**src/rtl/init_command_sequencer.sv**
```systemverilog
// 8259A initialization/operation command sequencer: walks ICW1..ICW4, then
// decodes OCW1..OCW3 into held configuration registers and one-cycle pulses.
module init_command_sequencer (
  input  logic       clock,
  input  logic       reset,
  input  logic       write_strobe,
  input  logic       address,
  input  logic [7:0] internal_data_bus,
  output logic       init_busy,
  output logic       level_triggered,
  output logic       single_mode,
  output logic [4:0] vector_base,
  output logic [7:0] cascade_config,
  output logic       microprocessor_mode,
  output logic       auto_eoi,
  output logic       buffer_master,
  output logic       buffered_mode,
  output logic       special_fully_nested,
  output logic [7:0] interrupt_mask,
  output logic       ocw2_pulse,
  output logic [2:0] ocw2_command,
  output logic [2:0] ocw2_level,
  output logic       read_isr_select,
  output logic       special_mask_mode,
  output logic       poll_pulse
);

  typedef enum logic [1:0] {
    READY     = 2'd0,
    WAIT_ICW2 = 2'd1,
    WAIT_ICW3 = 2'd2,
    WAIT_ICW4 = 2'd3
  } state_t;

  state_t state;
  logic   icw4_needed;
  logic   is_icw1;

  assign is_icw1 = ~address & internal_data_bus[4];

  always_ff @(posedge clock or posedge reset) begin
    if (reset) begin
      state                <= READY;
      icw4_needed          <= 1'b0;
      init_busy            <= 1'b0;
      level_triggered      <= 1'b0;
      single_mode          <= 1'b0;
      vector_base          <= 5'd0;
      cascade_config       <= 8'h00;
      microprocessor_mode  <= 1'b0;
      auto_eoi             <= 1'b0;
      buffer_master        <= 1'b0;
      buffered_mode        <= 1'b0;
      special_fully_nested <= 1'b0;
      interrupt_mask       <= 8'h00;
      ocw2_pulse           <= 1'b0;
      ocw2_command         <= 3'd0;
      ocw2_level           <= 3'd0;
      read_isr_select      <= 1'b0;
      special_mask_mode    <= 1'b0;
      poll_pulse           <= 1'b0;
    end else begin
      ocw2_pulse <= 1'b0;
      poll_pulse <= 1'b0;
      if (write_strobe) begin
        if (is_icw1) begin
          // ICW1 restarts from any state and wipes ICW4/OCW-derived settings
          level_triggered      <= internal_data_bus[3];
          single_mode          <= internal_data_bus[1];
          icw4_needed          <= internal_data_bus[0];
          interrupt_mask       <= 8'h00;
          special_mask_mode    <= 1'b0;
          read_isr_select      <= 1'b0;
          microprocessor_mode  <= 1'b0;
          auto_eoi             <= 1'b0;
          buffer_master        <= 1'b0;
          buffered_mode        <= 1'b0;
          special_fully_nested <= 1'b0;
          state                <= WAIT_ICW2;
          init_busy            <= 1'b1;
        end else begin
          unique case (state)
            READY: begin
              if (address) begin
                interrupt_mask <= internal_data_bus;
              end else if (!internal_data_bus[3]) begin
                ocw2_command <= internal_data_bus[7:5];
                ocw2_level   <= internal_data_bus[2:0];
                ocw2_pulse   <= 1'b1;
              end else begin
                if (internal_data_bus[1]) read_isr_select   <= internal_data_bus[0];
                if (internal_data_bus[6]) special_mask_mode <= internal_data_bus[5];
                poll_pulse <= internal_data_bus[2];
              end
            end
            WAIT_ICW2: begin
              if (address) begin
                vector_base <= internal_data_bus[7:3];
                if (!single_mode) begin
                  state <= WAIT_ICW3;
                end else if (icw4_needed) begin
                  state <= WAIT_ICW4;
                end else begin
                  state     <= READY;
                  init_busy <= 1'b0;
                end
              end
            end
            WAIT_ICW3: begin
              if (address) begin
                cascade_config <= internal_data_bus;
                if (icw4_needed) begin
                  state <= WAIT_ICW4;
                end else begin
                  state     <= READY;
                  init_busy <= 1'b0;
                end
              end
            end
            WAIT_ICW4: begin
              if (address) begin
                microprocessor_mode  <= internal_data_bus[0];
                auto_eoi             <= internal_data_bus[1];
                buffer_master        <= internal_data_bus[2];
                buffered_mode        <= internal_data_bus[3];
                special_fully_nested <= internal_data_bus[4];
                state                <= READY;
                init_busy            <= 1'b0;
              end
            end
            default: state <= READY;
          endcase
        end
      end
    end
  end

endmodule

```
**config.mk**
```make
export PLATFORM = sky130hd
export DESIGN_NAME = init_command_sequencer
export DESIGN_NICKNAME = d
export VERILOG_FILES = /design/src/rtl/init_command_sequencer.sv
export SDC_FILE = /design/constraint.sdc
export NUM_CORES = 1
export LEC_CHECK = 0
export ABC_AREA = 1
export BUFFER_PORTS_ARGS = -buffer_cell sky130_fd_sc_hd__buf_4
export CORE_ASPECT_RATIO = 1.1
export CORE_MARGIN = 2
export CORE_UTILIZATION = 45
export CTS_CLUSTER_SIZE = 28
export DETAILED_ROUTE_END_ITERATION = 16
export PLACE_DENSITY = 0.81
export SYNTH_ARGS = -nofsm -noshare
export SYNTH_HDL_FRONTEND = slang
export SYNTH_SLANG_ARGS = --single-unit
```
**constraint.sdc**
```tcl
create_clock -name clock -period 1.8 [get_ports clock]
set_input_delay 0.18 -clock clock [delete_from_list [all_inputs] [get_ports clock]]
set_output_delay 0.18 -clock clock [all_outputs]
set_load 0.02 [all_outputs]
```
==> run_results.csv <==
group,metric,value,unit
clock_network,worstSkewPairLatency,290,ps
power,p_leak,1.308,nW
yosys,netlist.area_leader.share,0.5433,
timing,setup_viol,0,
clock_network,cts-resized-gates,0,
critical_path,critical_path.slowest_cell,"dfrtp_1",
critical_path,crit_required,1970,ps
critical_path,cp_num_buf_inv,1,
drt,remaining_drc_errors,0,
critical_path,r2r-end,"ocw2_level[1]",
final_layout,area_delta_synth_final,24.32,%
final_layout,diodes,0,
timing,worstMarginPinSlew,504.9,ps
place,place_inst,307,
drt,dr.first_iter.drc_count,90,
timing,rsz0062_at_grt,"false",
yosys,netlist_area,1934,µm²
die,ios,51,
clock_network,cts_buffers,5,
die,die_w,66.51,µm
clock_network,postCtsSetupBuffers,0,
timing,final.setup.worst_slack,266.3,ps
critical_path,cp_cell_sequence,"inv_1 -> ha_1 -> nand4_2 -> nand2_1 -> o21ai_2",
yosys,synth_warnings,0,
critical_path,reg2reg_depth,5,
critical_path,crit_type,"flop to flop",
global_route,antenna_found_initial,0,
drt,firstDrtPassIters,4,
power,power,3.838,mW
clock_network,cts_tree,"done",
clock_network,cts_sinks,42,
timing,layout_min_cycle_time,1534,ps
power,p_per_area,1596,nW/µm²
drt,wl,4052,µm
hold_path,hold_class,"input pin to asynchronous set/reset pin",
final_layout,drive_above_1_share,0.3385,
timing,worst_clock_skew,3.125,ps
critical_path,setup.reg_to_reg.worst_slack,270,ps
critical_path,critPathTopFamily,"simple AND/OR/NAND/NOR gates",
yosys,yosysTopAreaCell,"dfrtp_1",
critical_path,cp.arrival,1710,ps
power,vdd_drop_max,783.0,µV
critical_path,critPathLaunchType,"flop",
yosys,yosysSeqAreaShare,0.5433,
power,p_sw,1.554,mW
critical_path,worstSetupEndpointType,"flop",
timing,tns,0,ps
drt,wire_per_inst,12.90,µm
final_layout,final_cells,314,
yosys,ys_ff_latch,42,
global_route,grt_overflow,0,
die,initial_core_util,0.4581,
critical_path,worst-path-max-fanout,13,
critical_path,r2r_start,"state[1]",
power,power.share.switching,0.4049,
yosys,synth_top_cells_by_area,"dfrtp_1 (54%), nand2_1 (13%), o21ai_2 (8.2%)",
clock_network,path_clk_slew,70,ps
die,std_cell_rows,25,
drt,drtAntennaViolNets,0,
global_route,grt_max_degree,43,
run,maxCapViolCount,0,
timing,drv_slew,0,
final_layout,final_nets,277,
power,p_comb_frac,0.455,
clock_network,cts_buffer_depth,2,
place,gp_congestion,0.8138,
yosys,syn_nets,224,
global_route,grt_pass1_wl,6596,µm
run_status,status,"finished, final reports clean",
timing,hold_violations,0,
timing,slew_headroom,0.6634,
global_route,grt.total_usage,0.1822,
timing,fmax,652.0,MHz
power,seqPwrFrac,0.398,
die,die_h,72.77,µm
yosys,synth.avg_cell_area,9.345,µm²
place,dpl.hpwl,3091,µm
global_route,grt_pass1_vias,1411,
die,dieArea,4840,µm²
clock_network,root_buffer,"clkbuf_8",
critical_path,max_stage_delay,420,ps
place,portBuffers,50,
place,place_ws,270.4,ps
power,p_clk_frac,0.147,
drt,vias_per_cell,4.803,
drt,vias,1508,
yosys,synth.distinct_cells,23,
power,cell_internal_pwr,2.284,mW
yosys,syn-instance-count,207,
clock_network,holdBufCountCts,0,
clock_network,cts_max_level,2,
timing,whs,14.08,ps
timing,fin_crit_sh,0.8520,
die,coreArea,4223,µm²
[cells in the mapped netlist (all sizes together)]
cell     n
ha       5
clkbuf   1
nor2     6
nor3     1
o21bai   1
dfrtp   42
nand3    7
inv     25
o21ai   39
a21oi    2
nand2   73
nand4    1
buf      4
[metal layers]
| metal | GRT usage | share of wire |
|---|---|---|
| met1 | 0.2383 | 0.43 |
| met3 | 0.04475 | 0.053 |
| met2 | 0.2844 | 0.49 |
| met5 | 0 | 0 |
| met4 | 0.08617 | 0.027 |
[placed cells by master (no fill, tap or decap)]
cell type   n
nand2_1    68
buf_4      51
dfrtp_1    42
inv_1      22
o21ai_2    18
o21ai_0    13
o21ai_1     8
nand3_1     6
nor2_1      5
ha_1        5
clkbuf_8    5
inv_2       3
nand2_4     3
nand2_2     2
clkinv_2    2
nor2_2      1
nand4_2     1
a21oi_2     1
nand3_2     1
nor3_1      1
o21bai_1    1
a21oi_1     1
[metrics by stage]
step / util / cell area (µm²)
2_1_floorplan: - / 1934
3_3_place_gp: 0.5508 / 2326
3_5_place_dp: 0.5508 / 2326
4_1_cts: 0.5695 / 2405
5_1_grt: 0.5695 / 2405
6_report: 0.5695 / 2405
[flip-flops by register name, summed over array words and instances (netlist names), 2 cells and up]
register,cells
vector_base,5
ocw2_level,3
cascade_config,8
state,2
ocw2_command,3
interrupt_mask,8
[worst min-delay path: stages]
cell and delay, ps:
buf_4 110, inv_1 40, buf_4 430
[cell families (layout without fill, tap and decap cells)]
| group | after synthesis | after routing | synth area share |
|---|---|---|---|
| compound gates | 42 | 42 | 0.1468 |
| fa+ha+maj | 5 | 5 | 0.03234 |
| simple gates | 88 | 88 | 0.1986 |
| buf+inv | 30 | 83 | 0.07891 |
| flops | 42 | 42 | 0.5433 |
[final cells by class]
| type | instances | area, µm² |
|---|---|---|
| timing repair buffer | 51 | 382.9 |
| sequential | 42 | 1051 |
| clock buffer | 5 | 68.82 |
| tap | 54 | 67.56 |
| clock inverter | 2 | 10.01 |
| fill | 389 | 1818 |
| inverter | 25 | 93.84 |
| multi-input combinational | 135 | 730.7 |
[worst max-delay path by stage]
stage,cells after the start,from,endpoint
2_1_floorplan,8,state[0],interrupt_mask[3]
3_3_place_gp,5,state[0],ocw2_command[1]
3_5_place_dp,5,state[1],ocw2_level[1]
4_1_cts,5,state[1],ocw2_level[1]
5_1_grt,5,state[1],ocw2_level[2]
6_report,5,state[1],ocw2_level[1]
[power groups by stage]
stage                     Combinational (mW)  Clock (mW)  Sequential (mW)
after detailed placement                1.77           0             1.54
after global placement                  1.72           0             1.53
after global routing                    1.90       0.618             1.57
final                                   1.75       0.564             1.53
after CTS                               1.77       0.582             1.53
after floorplan                        0.694           0             1.91
No activity file was read; power rests on OpenSTA's default activity.
